## config.mk

```make
export PLATFORM = sky130hd
export DESIGN_NAME = gpio_config_chain
export DESIGN_NICKNAME = d
export VERILOG_FILES = /design/src/rtl/gpio_config_chain.sv
export SDC_FILE = /design/constraint.sdc
export NUM_CORES = 1
export LEC_CHECK = 0
export BUFFER_PORTS_ARGS = -buffer_cell sky130_fd_sc_hd__buf_2
export CAP_MARGIN = 0
export CORE_UTILIZATION = 34
export DETAILED_ROUTE_END_ITERATION = 8
export GPL_TIMING_DRIVEN = 0
export PLACE_DENSITY = 0.55
export SETUP_SLACK_MARGIN = 0.02
export SLEW_MARGIN = 5
export SYNTH_ARGS = -nofsm -noshare
export SYNTH_HDL_FRONTEND = slang
export SYNTH_SLANG_ARGS = --single-unit
```

## constraint.sdc

```tcl
create_clock -name serial_clock -period 4.95 [get_ports serial_clock]
set_clock_uncertainty 0.1 [all_clocks]
set_input_delay 0.2475 -clock serial_clock [delete_from_list [all_inputs] [get_ports serial_clock]]
set_output_delay 0.2475 -clock serial_clock [all_outputs]
set_load 0.1 [all_outputs]
```

## src/rtl/gpio_config_chain.sv

```systemverilog
// gpio_config_chain: serially loaded GPIO configuration registers.
// A shift chain collects an N = NUM_CH*WIDTH bit frame. A load with a
// complete frame commits it to gpio_config. A load with a short frame is
// rejected with a load_err pulse. restore_defaults reinstates the
// per-channel defaults. serial_data_out feeds the next block in the chain.
module gpio_config_chain #(
    parameter int NUM_CH   = 4,
    parameter int WIDTH    = 10,
    parameter     DEFAULTS = 40'h01C0701C07
) (
    input  logic                      serial_clock,
    input  logic                      resetn,
    input  logic                      shift_en,
    input  logic                      serial_data_in,
    input  logic                      load,
    input  logic                      restore_defaults,
    output logic                      serial_data_out,
    output logic [NUM_CH*WIDTH-1:0]   gpio_config,
    output logic                      frame_ready,
    output logic                      load_err,
    output logic                      cfg_updated
);

    localparam int N  = NUM_CH * WIDTH;
    localparam int CW = $clog2(N + 1);
    localparam logic [N-1:0]  DEF_C = N'(DEFAULTS);
    localparam logic [CW-1:0] N_CNT = CW'(N);

    // Reject illegal geometries and a default vector of the wrong width.
    if (NUM_CH < 1) begin : g_bad_num_ch
        $error("gpio_config_chain: NUM_CH must be >= 1");
    end
    if (WIDTH < 1) begin : g_bad_width
        $error("gpio_config_chain: WIDTH must be >= 1");
    end
    if ($bits(DEFAULTS) != NUM_CH * WIDTH) begin : g_bad_defaults
        $error("gpio_config_chain: DEFAULTS width must equal NUM_CH*WIDTH");
    end

    logic [N-1:0]  shreg_r;
    logic [N-1:0]  cfg_r;
    logic [CW-1:0] bitcnt_r;
    logic          load_err_r;
    logic          cfg_updated_r;

    logic [N-1:0]  shreg_nxt_s;
    logic [N-1:0]  cfg_nxt_s;
    logic [CW-1:0] bitcnt_nxt_s;
    logic          load_err_nxt_s;
    logic          cfg_updated_nxt_s;
    logic [N:0]    shift_cat_s;
    logic          frame_full_s;

    assign frame_full_s    = (bitcnt_r == N_CNT);
    assign shift_cat_s     = {shreg_r, serial_data_in};
    assign frame_ready     = frame_full_s;
    assign serial_data_out = shreg_r[N-1];
    assign gpio_config     = cfg_r;
    assign load_err        = load_err_r;
    assign cfg_updated     = cfg_updated_r;

    // Next-state logic: restore wins; otherwise shift and load act together,
    // with load seeing the pre-shift register contents and count.
    always_comb begin
        shreg_nxt_s       = shreg_r;
        cfg_nxt_s         = cfg_r;
        bitcnt_nxt_s      = bitcnt_r;
        load_err_nxt_s    = 1'b0;
        cfg_updated_nxt_s = 1'b0;
        if (restore_defaults) begin
            shreg_nxt_s       = DEF_C;
            cfg_nxt_s         = DEF_C;
            bitcnt_nxt_s      = {CW{1'b0}};
            cfg_updated_nxt_s = 1'b1;
        end else begin
            if (shift_en) begin
                shreg_nxt_s = shift_cat_s[N-1:0];
                if (frame_full_s) begin
                    bitcnt_nxt_s = N_CNT;
                end else begin
                    bitcnt_nxt_s = bitcnt_r + {{(CW-1){1'b0}}, 1'b1};
                end
            end else begin
                shreg_nxt_s = shreg_r;
            end
            if (load) begin
                if (frame_full_s) begin
                    cfg_nxt_s         = shreg_r;
                    cfg_updated_nxt_s = 1'b1;
                    bitcnt_nxt_s      = shift_en ? {{(CW-1){1'b0}}, 1'b1} : {CW{1'b0}};
                end else begin
                    load_err_nxt_s = 1'b1;
                end
            end else begin
                cfg_nxt_s = cfg_r;
            end
        end
    end

    // State registers; reset puts the defaults live and discards any partial frame.
    always_ff @(posedge serial_clock or negedge resetn) begin
        if (!resetn) begin
            shreg_r       <= DEF_C;
            cfg_r         <= DEF_C;
            bitcnt_r      <= {CW{1'b0}};
            load_err_r    <= 1'b0;
            cfg_updated_r <= 1'b0;
        end else begin
            shreg_r       <= shreg_nxt_s;
            cfg_r         <= cfg_nxt_s;
            bitcnt_r      <= bitcnt_nxt_s;
            load_err_r    <= load_err_nxt_s;
            cfg_updated_r <= cfg_updated_nxt_s;
        end
    end

endmodule

```

# == Yosys cells after proc, flatten, opt, wreduce, memory -nomap -nowiden ==
# Cells that the tools add are included.
# classes
n_addsub,1
reduce_logical,4
n_mux,17
eq_ne,1
# op_table
cell,count
$mux W40,5
$mux W6,5
$mux W1,7
$add A6 B1 Y6 const B,1
$eq A6 B6 Y1 const B,1
$reduce_bool A2 Y1,3
$reduce_and A2 Y1,1
# totals
register_bits,88
in_bits,6
out_inout_bits,44

# == Longest topological paths before layout ==
# Gate-level depths: netlist of run 1.
# logic_depth
depth_word,6
mapped_depth,7

# == Worst setup path before layout of run 1 ==
# Ideal clock, no wire load.
# synth_timing
path_type,flip-flop to flip-flop
startpoint,register bitcnt_r[0]
endpoint,register load_err_r (netlist: load_err)
setup_time_ns,0.198
slack_ns,2.498
period_less_slack_ns,2.452
arrival_time_ns,2.154
t_required_ns,4.652
stages_incl_launch_ff,6
path_cell_list,dfrtp_1 > inv_1 > ha_1 > nand4b_4 > nor2_1 > nor3b_1
# synth_via
elab_chain_len,4
# synth_lines
item,line_no,text
"start, declared",42,logic [CW-1:0] bitcnt_r;
"start signal, assigned",105,bitcnt_r <= {CW{1'b0}};
"start signal, assigned",111,bitcnt_r <= bitcnt_nxt_s;
$eq A6 B6 Y1,54,assign frame_full_s = (bitcnt_r == N_CNT);
named net frame_ready,19,"output logic frame_ready,"
$mux W1,87,if (frame_full_s) begin
$mux W1,86,if (load) begin
$mux W1,70,if (restore_defaults) begin
named net load_err_nxt_s,49,logic load_err_nxt_s;
"end signal, assigned",112,load_err_r <= load_err_nxt_s;
"end, declared",43,logic load_err_r;
# The timed path passes the listed nets, and every way through them passes these cells.
# A chain may end at the register's enable or synchronous reset.

# == Worst setup path after layout of run 1 ==
# layout_timing
startpoint,register bitcnt_r[0]
endpoint,output port frame_ready
# layout_via
elab_chain_len,1
# layout_lines
item,line_no
$eq A6 B6 Y1,54
"end, declared",19
# No other way between the ends.

==> impl_metrics.prom, run 1 <==
# TYPE chip_impl_metric gauge
chip_impl_metric{name="num_antenna_cells",unit=""} 0
chip_impl_metric{name="largest_net_degree_at_the_start_of_global_routing",unit=""} 64
chip_impl_metric{name="cellLeakagePower",unit="nW"} 2.13
chip_impl_metric{name="transition_time_of_the_tightest_slew_check_pin",unit="ns"} 0.586
chip_impl_metric{name="port_buffers",unit=""} 48
chip_impl_metric{name="post_drt_via_cell_ratio",unit=""} 4.77
chip_impl_metric{name="layout-drive-gt1-share",unit="%"} 25.0
chip_impl_metric{name="i_o_pin_count",unit=""} 50
chip_impl_info{name="worst_setup_path_end_kind",value="output pin"} 1
chip_impl_metric{name="die_height",unit="um"} 111
chip_impl_metric{name="min_period",unit="ns"} 2.16
chip_impl_metric{name="synthesis.instances",unit=""} 346
chip_impl_metric{name="number_of_resized_instances_in_the_post_cts_repair_step",unit=""} 0
chip_impl_metric{name="global_route.usage.total",unit="%"} 14.5
chip_impl_metric{name="post_synth.cell_area_avg",unit="um^2"} 11.8
chip_impl_metric{name="synth_nets",unit=""} 354
chip_impl_metric{name="grt_pass1_wl",unit="um"} 14100
chip_impl_metric{name="drt_first_pass_iters",unit=""} 8
chip_impl_metric{name="clk_slew_on_worst_s_h_paths",unit="ns"} 0.07
chip_impl_info{name="tritoncts",value="built"} 1
chip_impl_metric{name="drt-wirelength-per-cell",unit="um"} 15.0
chip_impl_metric{name="grt_pass1_vias",unit=""} 2725
chip_impl_metric{name="report.final.slew_viol_count",unit=""} 0
chip_impl_metric{name="power.ir.vdd_worst",unit="mV"} 0.202
chip_impl_info{name="clock_tree_root_driver_cell",value="sky130_fd_sc_hd__clkbuf_16"} 1
chip_impl_metric{name="max_freq",unit="MHz"} 464
chip_impl_info{name="critical_path.slowest_cell",value="sky130_fd_sc_hd__buf_2"} 1
chip_impl_metric{name="placed_area",unit="mm^2"} 0.00452
chip_impl_metric{name="drcViolationCount",unit=""} 2
chip_impl_metric{name="drv_cap",unit=""} 0
chip_impl_info{name="status",value="finished, violations left"} 1
chip_impl_info{name="worstHoldPathType",value="in2reg"} 1
chip_impl_metric{name="grt_use_met2",unit="%"} 23.1
chip_impl_metric{name="finalSetupViolations",unit=""} 0
chip_impl_metric{name="clock_power_share",unit="%"} 44.1
chip_impl_metric{name="hpwl",unit="um"} 5570
chip_impl_metric{name="intPower",unit="W"} 0.00117
chip_impl_info{name="violations_in_the_final_reports",value="DRC"} 1
chip_impl_metric{name="timing.critical_path.slowest_cell_delay",unit="ns"} 0.45
chip_impl_metric{name="final_min_period_over_clock_period",unit="%"} 43.6
chip_impl_metric{name="synthesis.area",unit="mm^2"} 0.00407
chip_impl_metric{name="total_negative_slack",unit="ns"} 0
chip_impl_metric{name="initial_core_util",unit="%"} 35.3
chip_impl_metric{name="report.final.hold_viol_count",unit=""} 0
chip_impl_metric{name="power.share.sequential",unit="%"} 49.3
chip_impl_metric{name="cp.buffers_inverters",unit=""} 2
chip_impl_metric{name="comb_power_share",unit="%"} 6.6
chip_impl_metric{name="finish.instance_area",unit="mm^2"} 0.00482
chip_impl_metric{name="grt_total_ovfl",unit=""} 0
chip_impl_metric{name="power.switching",unit="W"} 0.000356
chip_impl_info{name="worstSetupStartpointType",value="register"} 1
chip_impl_metric{name="slew_headroom",unit="%"} 60.9
chip_impl_metric{name="routed_wl",unit="um"} 8310
chip_impl_info{name="setup.worst_path.class",value="reg2out"} 1
chip_impl_info{name="busiest_layer",value="met2"} 1
chip_impl_metric{name="synth.yosys.warnings",unit=""} 0
chip_impl_metric{name="globalRouteMet3Util",unit="%"} 2.99
chip_impl_metric{name="route.vias.total",unit=""} 2645
chip_impl_metric{name="nFillCells",unit=""} 1136
chip_impl_info{name="critical_path.cell_chain",value="inv_1 -> ha_1 -> nand4b_4 -> nor2_1 -> buf_2"} 1
chip_impl_metric{name="synth_seq_area_share",unit="%"} 54.9
chip_impl_metric{name="std_cell_rows",unit=""} 39
chip_impl_metric{name="cts.sinks",unit=""} 88
chip_impl_metric{name="die-area",unit="mm^2"} 0.0124
chip_impl_metric{name="cts_max_path_buffers",unit=""} 2
chip_impl_metric{name="pwr_density_cell",unit="mW/mm^2"} 316
chip_impl_metric{name="critical_path_required",unit="ns"} 4.60
chip_impl_metric{name="numCtsBuffers",unit=""} 9
chip_impl_metric{name="drtIter0Drc",unit=""} 101
chip_impl_info{name="dominant_delay_contributor_by_cell_family_on_the_critical_path",value="buffers and inverters"} 1
chip_impl_metric{name="antenna_violating_nets_post_route",unit=""} 0
chip_impl_metric{name="synth_cell_type_count",unit=""} 32
chip_impl_metric{name="switching_share",unit="%"} 23.4
chip_impl_metric{name="number_of_synthesized_register_bits",unit=""} 88
chip_impl_metric{name="design.final.nets",unit=""} 415
chip_impl_metric{name="crit_path_max_fanout",unit=""} 6
chip_impl_metric{name="core_region_area",unit="mm^2"} 0.0115
chip_impl_metric{name="htree_num_levels",unit=""} 3
chip_impl_metric{name="die_width",unit="um"} 111
chip_impl_metric{name="worst_skew_pair.late_latency",unit="ns"} 0.34
chip_impl_metric{name="area_growth_syn_to_layout",unit="%"} 18.4
chip_impl_info{name="rsz0062_at_grt",value="no"} 1
chip_impl_metric{name="gp_routability_congestion",unit=""} 0.777
chip_impl_metric{name="antenna_found_initial",unit=""} 0
chip_impl_metric{name="worst-endpoint-arrival",unit="ns"} 1.81
chip_impl_metric{name="use_met1",unit="%"} 19.3
==> metrics by stage <==
stage	utilization [%]	setup WS, ns	power (W)	cells	hold slack (ns)
global placement	39.0	2.69	0.000860	537	0.390
floorplan	-	2.50	0.000824	346	-0.148
finish	41.8	2.79	0.00152	555	0.0527
CTS	41.8	2.78	0.00155	555	0.0462
detailed placement	39.2	3.15	0.000866	538	0.0982
global route	41.8	2.72	0.00159	555	0.0454
==> layout make-up <==
type	instances	area (um^2)	share of cell area (%)
Clock buffer	10	229	4.75
Buffer	26	193	4.00
Sequential cell	88	2230	46.3
Inverter	2	7.51	0.156
Clock inverter	6	60.1	1.25
Tap cell	143	179	3.71
Multi-Input combinational cell	230	1640	34.0
Timing Repair Buffer	50	280	5.82
==> path summary, 6_finish.rpt <==
kind                            startpoint         endpoint  slack (ns)  cells past startpoint
max                            bitcnt_r[0]      frame_ready        2.79                      5
min                         serial_data_in       shreg_r[0]        0.05                      2
max reg2reg                    bitcnt_r[0]  gpio_config[32]        3.14                      7
min reg2reg                gpio_config[30]  gpio_config[30]        0.41                      2
max in group asynchronous           resetn      shreg_r[10]        3.78                      3
min in group asynchronous           resetn      bitcnt_r[3]        0.28                      2
==> synthesized netlist by cell type, drive strengths merged <==
| cell | number | area share (%) |
|---|---|---|
| a211o | 12 | 2.6 |
| nor2 | 55 | 5.1 |
| or3 | 1 | 0.15 |
| dfstp | 24 | 15 |
| ha | 2 | 0.61 |
| o22ai | 1 | 0.15 |
| nand4b | 1 | 0.58 |
| nand4 | 2 | 0.31 |
| or2 | 1 | 0.15 |
| nand2 | 1 | 0.092 |
| buf | 12 | 3.2 |
| nor3b | 2 | 0.49 |
| nor4b | 1 | 0.22 |
| clkbuf | 14 | 1.5 |
| mux2i | 68 | 17 |
| nor3 | 2 | 0.25 |
| inv | 2 | 0.18 |
| nor2b | 13 | 2.0 |
| o21ai | 1 | 0.12 |
| and3b | 1 | 0.22 |
| a211oi | 3 | 0.55 |
| nand2b | 58 | 8.9 |
| dfrtp | 64 | 39 |
| xnor2 | 1 | 0.22 |
| o211ai | 2 | 0.37 |
| xor2 | 2 | 0.43 |
==> placed cells by master, fill, tap and decap left out, types with 2 or more instances in the layout <==
cell type                    count
sky130_fd_sc_hd__clkbuf_1       14
sky130_fd_sc_hd__o211ai_1        2
sky130_fd_sc_hd__nor3_1          2
sky130_fd_sc_hd__ha_1            2
sky130_fd_sc_hd__nand4_1         2
sky130_fd_sc_hd__dfrtp_1        64
sky130_fd_sc_hd__a211o_1        12
sky130_fd_sc_hd__buf_12          4
sky130_fd_sc_hd__nor2b_1        13
sky130_fd_sc_hd__clkbuf_16       9
sky130_fd_sc_hd__nor2_1         55
sky130_fd_sc_hd__clkinv_2        3
sky130_fd_sc_hd__buf_4           3
sky130_fd_sc_hd__inv_1           2
sky130_fd_sc_hd__nand2b_1       58
sky130_fd_sc_hd__clkinvlp_4      2
sky130_fd_sc_hd__mux2i_1        68
sky130_fd_sc_hd__xor2_1          2
sky130_fd_sc_hd__a211oi_1        3
sky130_fd_sc_hd__dfstp_2        24
sky130_fd_sc_hd__buf_2          51
==> sequential cells by signal, indices dropped and copies added (netlist names) <==
register / count
gpio_config: 40
shreg_r: 40
bitcnt_r: 6
cfg_updated: 1
load_err: 1
==> power groups by stage <==
| stage | sequential [W] | clock (W) | combinational (W) |
|---|---|---|---|
| floorplan | 0.000766 | 0 | 0.0000584 |
| global placement | 0.000763 | 0 | 0.0000978 |
| detailed placement | 0.000763 | 0 | 0.000102 |
| CTS | 0.000750 | 0.000693 | 0.000103 |
| global route | 0.000752 | 0.000726 | 0.000113 |
| finish | 0.000750 | 0.000670 | 0.000101 |
==> worst register-to-register path, cell delays in order, from the launching register on <==
cell                       delay [ns]
sky130_fd_sc_hd__dfrtp_1         0.43
sky130_fd_sc_hd__inv_1           0.08
sky130_fd_sc_hd__ha_1            0.19
sky130_fd_sc_hd__nand4b_4        0.16
sky130_fd_sc_hd__nor3b_2         0.20
sky130_fd_sc_hd__buf_6           0.21
sky130_fd_sc_hd__buf_12          0.17
sky130_fd_sc_hd__mux2i_1         0.20
==> logic make-up after synthesis <==
| kind of cell | after synthesis | share of synthesized area, % |
|---|---|---|
| XOR/XNOR | 3 | 0.646 |
| adder cells (fa/ha/maj) | 2 | 0.615 |
| AND/OR/NAND/NOR | 138 | 18.5 |
| AO/OA/AOI/OAI | 19 | 3.78 |
| buffers and inverters | 28 | 4.92 |
| multiplexers | 68 | 16.7 |
| flip-flops | 88 | 54.9 |
==> repair_timing <==
item	in CTS	in global routing
setup buffers	0	0
hold buffers	1	0
endpoints found under the hold margin	21	0
==> per-layer routing <==
metal,wire [um],vias up
li1,-,1276
met1,4020,1311
met4,150,0
met3,280,10
met2,3860,48
met5,0,-
Power figures use the tool's default switching activity.
==> run 2: changes to the inputs <==
Settings changed: PLACE_DENSITY 0.55 to 0.57.
Clock period 4.95 ns to 1.95 ns, I/O delays scaled along.
==> impl_metrics.prom, run 2 (same netlist as run 1, synthesis figures left out) <==
# TYPE chip_impl_metric gauge
chip_impl_metric{name="cts_max_path_buffers",unit=""} 2
chip_impl_metric{name="power.ir.vdd_worst",unit="mV"} 0.409
chip_impl_info{name="critical_path.cell_chain",value="inv_1 -> ha_2 -> nand4b_4 -> nor3b_2 -> buf_6 -> buf_12 -> mux2i_2"} 1
chip_impl_info{name="tritoncts",value="built"} 1
chip_impl_info{name="dominant_delay_contributor_by_cell_family_on_the_critical_path",value="buffers and inverters"} 1
chip_impl_metric{name="critical_path_required",unit="ns"} 2.10
chip_impl_metric{name="crit_path_max_fanout",unit=""} 10
chip_impl_metric{name="numCtsBuffers",unit=""} 9
chip_impl_info{name="status",value="finished, violations left"} 1
chip_impl_metric{name="design.final.nets",unit=""} 423
chip_impl_metric{name="antenna_violating_nets_post_route",unit=""} 0
chip_impl_metric{name="die-area",unit="mm^2"} 0.0124
chip_impl_metric{name="max_freq",unit="MHz"} 543
chip_impl_metric{name="pwr_density_cell",unit="mW/mm^2"} 793
chip_impl_info{name="worstSetupStartpointType",value="register"} 1
chip_impl_metric{name="min_period",unit="ns"} 1.84
chip_impl_metric{name="transition_time_of_the_tightest_slew_check_pin",unit="ns"} 0.601
chip_impl_metric{name="worst-endpoint-arrival",unit="ns"} 1.99
chip_impl_metric{name="worst_skew_pair.late_latency",unit="ns"} 0.33
chip_impl_metric{name="cts.sinks",unit=""} 88
chip_impl_info{name="crit-reg2reg-launch",value="bitcnt_r[0]"} 1
chip_impl_metric{name="final_min_period_over_clock_period",unit="%"} 94.4
chip_impl_metric{name="clk_slew_on_worst_s_h_paths",unit="ns"} 0.06
chip_impl_metric{name="total_negative_slack",unit="ns"} 0
chip_impl_metric{name="nFillCells",unit=""} 1136
chip_impl_info{name="rsz0062_at_grt",value="no"} 1
chip_impl_info{name="critical_path.reg2reg.endpoint",value="gpio_config[26]"} 1
chip_impl_metric{name="i_o_pin_count",unit=""} 50
chip_impl_metric{name="drt-wirelength-per-cell",unit="um"} 15.1
chip_impl_metric{name="fin_worst_hold_slack",unit="ns"} 0.0783
chip_impl_metric{name="routed_wl",unit="um"} 8530
chip_impl_metric{name="grt_pass1_vias",unit=""} 2738
chip_impl_metric{name="drtIter0Drc",unit=""} 113
chip_impl_metric{name="global_route.usage.total",unit="%"} 14.4
chip_impl_metric{name="placed_area",unit="mm^2"} 0.00453
chip_impl_metric{name="report.final.hold_viol_count",unit=""} 0
chip_impl_info{name="mostFrequentLayoutCells",value="sky130_fd_sc_hd__mux2i_1 (67), sky130_fd_sc_hd__dfrtp_1 (64), sky130_fd_sc_hd__nand2b_1 (58)"} 1
chip_impl_metric{name="drv_cap",unit=""} 0
chip_impl_metric{name="finalSetupViolations",unit=""} 0
chip_impl_info{name="violations_in_the_final_reports",value="DRC"} 1
chip_impl_metric{name="die_width",unit="um"} 111
chip_impl_info{name="critical_path.slowest_cell",value="sky130_fd_sc_hd__dfrtp_1"} 1
chip_impl_metric{name="postLayoutCoreUtil",unit="%"} 42.6
chip_impl_metric{name="area_growth_syn_to_layout",unit="%"} 20.5
chip_impl_metric{name="post_drt_via_cell_ratio",unit=""} 4.72
chip_impl_metric{name="r2r_cells",unit=""} 7
chip_impl_info{name="setup.worst_path.class",value="reg2reg"} 1
chip_impl_info{name="clock_tree_root_driver_cell",value="sky130_fd_sc_hd__clkbuf_16"} 1
chip_impl_metric{name="htree_num_levels",unit=""} 3
chip_impl_metric{name="drcViolationCount",unit=""} 7
chip_impl_metric{name="largest_net_degree_at_the_start_of_global_routing",unit=""} 53
chip_impl_metric{name="grt_total_ovfl",unit=""} 0
chip_impl_metric{name="route.vias.total",unit=""} 2655
chip_impl_metric{name="report.final.slew_viol_count",unit=""} 0
chip_impl_info{name="hold-path-endpoint",value="shreg_r[22]"} 1
chip_impl_metric{name="grt_pass1_wl",unit="um"} 14000
chip_impl_metric{name="slew_headroom",unit="%"} 60.0
chip_impl_metric{name="initial_core_util",unit="%"} 35.3
chip_impl_metric{name="cp.buffers_inverters",unit=""} 3
chip_impl_metric{name="gp_routability_congestion",unit=""} 0.782
chip_impl_metric{name="hpwl",unit="um"} 5710
chip_impl_metric{name="timing.critical_path.slowest_cell_delay",unit="ns"} 0.43
chip_impl_metric{name="holdPathStages",unit=""} 3
chip_impl_info{name="worst_setup_path_end_kind",value="register"} 1
chip_impl_metric{name="cellLeakagePower",unit="nW"} 2.17
chip_impl_info{name="min_from",value="shift_en"} 1
chip_impl_metric{name="core_region_area",unit="mm^2"} 0.0115
chip_impl_metric{name="die_height",unit="um"} 111
chip_impl_info{name="layout.cells.most_common",value="sky130_fd_sc_hd__mux2i_1"} 1
chip_impl_metric{name="num_antenna_cells",unit=""} 0
chip_impl_metric{name="layout-drive-gt1-share",unit="%"} 26.2
chip_impl_metric{name="r2r_slack",unit="ns"} 0.11
chip_impl_metric{name="std_cell_rows",unit=""} 39
chip_impl_metric{name="port_buffers",unit=""} 48
chip_impl_info{name="worstHoldPathType",value="in2reg"} 1
chip_impl_metric{name="finish.instance_area",unit="mm^2"} 0.00490
chip_impl_metric{name="drt_first_pass_iters",unit=""} 6
chip_impl_metric{name="antenna_found_initial",unit=""} 0
[run 2: changes by cell type in the layout (fill, tap and decap cells not counted), sizes merged]
| cell | previous run | this run |
|---|---|---|
| buf | 61 | 67 |
| clkbuf | 24 | 27 |
| clkinv | 3 | 1 |
| dlygate4sd3 | 1 | 3 |
| clkinvlp | 2 | 1 |
[run 2: layout make-up]
class / count / area [um^2] / area share, %
timing repair buffer: 58 / 348 / 7.10
multi-input combinational: 230 / 1650 / 33.7
inverter: 2 / 7.51 / 0.153
sequential: 88 / 2230 / 45.5
buffer: 26 / 193 / 3.93
clock inverter: 3 / 42.5 / 0.868
tap: 143 / 179 / 3.65
clock buffer: 13 / 250 / 5.10
[run 2: how the worst max path moves through the flow]
| stage | startpoint | end | slack (ns) | depth (start not counted) |
|---|---|---|---|---|
| 4_1_cts | bitcnt_r[0] | gpio_config[9] | 0.07 | 7 |
| 6_report | bitcnt_r[0] | gpio_config[26] | 0.11 | 7 |
| 3_5_place_dp | bitcnt_r[0] | gpio_config[9] | 0.10 | 7 |
| 2_1_floorplan | bitcnt_r[0] | gpio_config[10] | 0.29 | 7 |
| 3_3_place_gp | resetn | gpio_config[6] | -0.14 | 1 |
| 5_1_grt | bitcnt_r[0] | gpio_config[23] | 0.008 | 7 |
[run 2: power by group]
group / switching, W / total [W] / internal (W) / leakage [nW]
combinational: 0.000159 / 0.000261 / 0.000101 / 0.899
sequential: 0.0000300 / 0.00191 / 0.00188 / 1.14
clock: 0.000691 / 0.00172 / 0.00103 / 0.140
[run 2: metrics by stage]
step	std cells	total power, W	setup WS (ns)
after detailed placement	538	0.00220	0.103
after CTS	557	0.00392	0.0717
final	563	0.00389	0.109
after global routing	563	0.00402	0.00846
after global placement	537	0.00218	-0.136
after floorplan	346	0.00209	0.293
[run 2: per-layer routing]
metal / up-vias / GRT usage, % / part of all wire [%]
met3: 6 / 3.86 / 3.8
met1: 1310 / 19.4 / 49
li1: 1287 / - / -
met2: 52 / 23.3 / 47
met5: - / 0 / 0
met4: 0 / 3.24 / 0.74
[run 2: what timing repair did]
action,CTS,global route
hold buffers,3,0
setup endpoints to repair,1,27
pin swaps,0,1
setup buffers,0,6
resized for setup,1,2
hold endpoints to repair,38,0
[run 2: worst register-to-register path, delay by kind of cell (launching register included)]
| kind | cells | cell delay, ns |
|---|---|---|
| adder cells (fa/ha/maj) | 1 | 0.19 |
| AND/OR/NAND/NOR | 2 | 0.39 |
| buffers and inverters | 3 | 0.44 |
| flip-flops | 1 | 0.43 |
| multiplexers | 1 | 0.21 |
==> run 3: changes to the inputs <==
Settings changed: ABC_AREA set to 1, BUFFER_PORTS_ARGS -buffer_cell sky130_fd_sc_hd__buf_2 to -buffer_cell sky130_fd_sc_hd__buf_4, CORE_UTILIZATION 34 to 30, PLACE_DENSITY 0.57 to 0.53.
==> impl_metrics.prom, run 3 <==
# TYPE chip_impl_metric gauge
chip_impl_info{name="status",value="finished, final reports clean"} 1
chip_impl_metric{name="synth_nets",unit=""} 433
chip_impl_metric{name="drt_first_pass_iters",unit=""} 4
chip_impl_metric{name="synthesis.instances",unit=""} 425
chip_impl_metric{name="antenna_found_initial",unit=""} 0
chip_impl_metric{name="num_antenna_cells",unit=""} 0
chip_impl_metric{name="cts_max_path_buffers",unit=""} 2
chip_impl_metric{name="critical_path_required",unit="ns"} 1.75
chip_impl_metric{name="final.setup.worst_slack",unit="ns"} 0.132
chip_impl_info{name="tritoncts",value="built"} 1
chip_impl_info{name="synth.top_cells.by_area",value="sky130_fd_sc_hd__dfrtp_1 (43%), sky130_fd_sc_hd__dfstp_2 (17%), sky130_fd_sc_hd__nand2_1 (14%)"} 1
chip_impl_metric{name="holdPathStages",unit=""} 5
chip_impl_info{name="rsz0062_at_grt",value="no"} 1
chip_impl_metric{name="pre_cts_ws",unit="ns"} 0.212
chip_impl_metric{name="clk_slew_on_worst_s_h_paths",unit="ns"} 0.06
chip_impl_metric{name="gp_routability_congestion",unit=""} 0.751
chip_impl_metric{name="r2r_slack",unit="ns"} 0.24
chip_impl_metric{name="grt_total_ovfl",unit=""} 0
chip_impl_info{name="critical_path.reg2reg.endpoint",value="gpio_config[19]"} 1
chip_impl_metric{name="initial_core_util",unit="%"} 30.8
chip_impl_metric{name="drtIter0Drc",unit=""} 118
chip_impl_metric{name="drv_cap",unit=""} 0
chip_impl_info{name="synth_top_area_cell",value="sky130_fd_sc_hd__dfrtp_1"} 1
chip_impl_metric{name="report.final.slew_viol_count",unit=""} 0
chip_impl_metric{name="synth_async_reset_ratio",unit="%"} 100
chip_impl_metric{name="post_drt_via_cell_ratio",unit=""} 4.36
chip_impl_metric{name="die-area",unit="mm^2"} 0.0128
chip_impl_info{name="post-synth-top-count-cell",value="sky130_fd_sc_hd__nand2_1"} 1
chip_impl_metric{name="area_growth_syn_to_layout",unit="%"} 24.6
chip_impl_metric{name="design.final.nets",unit=""} 496
chip_impl_metric{name="worst-endpoint-arrival",unit="ns"} 1.62
chip_impl_metric{name="antenna_violating_nets_post_route",unit=""} 0
chip_impl_info{name="min_from",value="shift_en"} 1
chip_impl_metric{name="die_width",unit="um"} 113
chip_impl_metric{name="cts.sinks",unit=""} 88
chip_impl_metric{name="r2r_cells",unit=""} 10
chip_impl_metric{name="drcViolationCount",unit=""} 0
chip_impl_metric{name="global_route.usage.total",unit="%"} 13.8
chip_impl_info{name="clock_tree_root_driver_cell",value="sky130_fd_sc_hd__clkbuf_16"} 1
chip_impl_info{name="worst_setup_path_end_kind",value="output pin"} 1
chip_impl_metric{name="largest_net_degree_at_the_start_of_global_routing",unit=""} 89
chip_impl_metric{name="i_o_pin_count",unit=""} 50
chip_impl_metric{name="die_height",unit="um"} 113
chip_impl_metric{name="number_of_synthesized_register_bits",unit=""} 88
chip_impl_metric{name="route.vias.total",unit=""} 2792
chip_impl_metric{name="hpwl",unit="um"} 5640
chip_impl_metric{name="numCtsBuffers",unit=""} 9
chip_impl_metric{name="core_region_area",unit="mm^2"} 0.0120
chip_impl_info{name="ys_dominant_reg_cell",value="sky130_fd_sc_hd__dfrtp_1"} 1
chip_impl_info{name="mostFrequentLayoutCells",value="sky130_fd_sc_hd__nand2_1 (138), sky130_fd_sc_hd__dfrtp_1 (64), sky130_fd_sc_hd__nor2_1 (53)"} 1
chip_impl_info{name="worstSetupStartpointType",value="register"} 1
chip_impl_metric{name="power.ir.vdd_worst",unit="mV"} 0.360
chip_impl_metric{name="grt_pass1_vias",unit=""} 2730
chip_impl_metric{name="synthDominantCellAreaShare",unit="%"} 43.3
chip_impl_metric{name="post_synth.cell_area_avg",unit="um^2"} 8.69
chip_impl_metric{name="grt_pass1_wl",unit="um"} 13700
chip_impl_metric{name="total_power",unit="W"} 0.00401
chip_impl_metric{name="port_buffers",unit=""} 48
chip_impl_info{name="worstHoldPathType",value="in2reg"} 1
chip_impl_metric{name="drt-wirelength-per-cell",unit="um"} 12.6
chip_impl_metric{name="worst_skew_pair.late_latency",unit="ns"} 0.33
chip_impl_metric{name="total_negative_slack",unit="ns"} 0
chip_impl_metric{name="slew_headroom",unit="%"} 27.1
chip_impl_metric{name="transition_time_of_the_tightest_slew_check_pin",unit="ns"} 1.09
chip_impl_metric{name="final_min_period_over_clock_period",unit="%"} 93.2
chip_impl_metric{name="synth.yosys.warnings",unit=""} 0
chip_impl_metric{name="synthesis.area",unit="mm^2"} 0.00369
chip_impl_metric{name="synth_edf_count",unit=""} 0
chip_impl_info{name="crit-reg2reg-launch",value="bitcnt_r[1]"} 1
chip_impl_info{name="hold-path-endpoint",value="bitcnt_r[2]"} 1
chip_impl_metric{name="min_period",unit="ns"} 1.82
chip_impl_metric{name="cellLeakagePower",unit="nW"} 2.35
chip_impl_metric{name="max_freq",unit="MHz"} 550
chip_impl_metric{name="routed_wl",unit="um"} 8040
chip_impl_metric{name="fin_worst_hold_slack",unit="ns"} 0.0760
chip_impl_info{name="synth.cells.most_frequent",value="sky130_fd_sc_hd__nand2_1 (138), sky130_fd_sc_hd__dfrtp_1 (64), sky130_fd_sc_hd__nor2_1 (53), sky130_fd_sc_hd__inv_1 (45), sky130_fd_sc_hd__o21ai_0 (35)"} 1
chip_impl_metric{name="pwr_density_cell",unit="mW/mm^2"} 871
chip_impl_metric{name="crit_path_max_fanout",unit=""} 3
chip_impl_info{name="setup.worst_path.class",value="reg2out"} 1
chip_impl_metric{name="synth_cell_type_count",unit=""} 25
chip_impl_info{name="layout.cells.most_common",value="sky130_fd_sc_hd__nand2_1"} 1
chip_impl_metric{name="finalSetupViolations",unit=""} 0
chip_impl_metric{name="std_cell_rows",unit=""} 40
chip_impl_metric{name="htree_num_levels",unit=""} 3
chip_impl_metric{name="report.final.hold_viol_count",unit=""} 0
chip_impl_metric{name="layout-drive-gt1-share",unit="%"} 22.5
chip_impl_metric{name="synth_seq_area_share",unit="%"} 60.4
[run 3: cell count changes after synthesis, moves of 7 or more]
cell / before / now
sky130_fd_sc_hd__nand2b_1: 58 / 0
sky130_fd_sc_hd__mux2i_1: 68 / 0
sky130_fd_sc_hd__a211o_1: 12 / 0
sky130_fd_sc_hd__nor2b_1: 13 / 0
sky130_fd_sc_hd__buf_2: 4 / 11
sky130_fd_sc_hd__inv_1: 2 / 45
sky130_fd_sc_hd__o21ai_0: 1 / 35
sky130_fd_sc_hd__nand2_1: 1 / 138
sky130_fd_sc_hd__nand3_1: 0 / 13
[run 3: worst max path at each step]
stage	startpoint	slack (ns)	endpoint
finish	bitcnt_r[1]	0.13	frame_ready
global placement	bitcnt_r[0]	0.24	gpio_config[29]
floorplan	bitcnt_r[1]	0.15	load_err
CTS	bitcnt_r[1]	0.06	frame_ready
detailed placement	bitcnt_r[1]	0.21	gpio_config[38]
global route	bitcnt_r[1]	0.02	frame_ready
[run 3: critical path, stage by stage (launching register included)]
cell and delay, ns:
sky130_fd_sc_hd__dfrtp_1 0.38, sky130_fd_sc_hd__inv_1 0.09, sky130_fd_sc_hd__ha_1 0.15, sky130_fd_sc_hd__nand2_1 0.08, sky130_fd_sc_hd__nor2_4 0.13, sky130_fd_sc_hd__nand2_1 0.11, sky130_fd_sc_hd__inv_1 0.13, sky130_fd_sc_hd__buf_8 0.21
[run 3: power breakdown]
part	switching (W)	total [W]	internal, W
combinational	0.000206	0.000271	0.0000645
sequential	0.0000183	0.00191	0.00189
clock	0.000671	0.00183	0.00116
total	0.000895	0.00401	0.00311
[run 3: what timing repair did]
item	4_1_cts	5_1_grt
hold buffers	4	0
hold endpoints to repair	67	0
setup endpoints to repair	0	1
resized for setup	0	2
buffers inserted	0	0
[run 3: cell families after synthesis]
family | share of synthesized area, %
and+or+nand+nor | 22.8
AOI/OAI and AO/OA | 6.54
buffers and inverters | 8.09
xor gates and xnor gates | 0.237
DFF | 60.4
adders and majority gates | 0.677
muxes | 1.22
[run 3: per-stage QoR]
| step | util, % | std cells | cell area [um^2] |
|---|---|---|---|
| 2_1_floorplan | - | 425 | 3690 |
| 4_1_cts | 38.3 | 640 | 4590 |
| 6_report | 38.3 | 640 | 4600 |
| 5_1_grt | 38.3 | 640 | 4600 |
| 3_3_place_gp | 35.3 | 620 | 4240 |
| 3_5_place_dp | 35.3 | 620 | 4240 |
[run 3: area by class of cell]
type                            count  area (um^2)
Sequential cell                    88         2230
Clock buffer                       13          250
Inverter                           49          184
Tap cell                          147          184
Fill cell                        1258         7410
Timing Repair Buffer               52          408
Multi-Input combinational cell    266         1160
Clock inverter                      3         65.1
Buffer                             22          115
[run 3: per-layer routing]
| layer | global-route usage, % | vias up | wire length (um) |
|---|---|---|---|
| met5 | 0 | - | 0 |
| met4 | 6.05 | 0 | 145 |
| met3 | 2.68 | 10 | 328 |
| met2 | 20.7 | 51 | 3610 |
| met1 | 19.3 | 1310 | 3950 |
| li1 | - | 1421 | - |
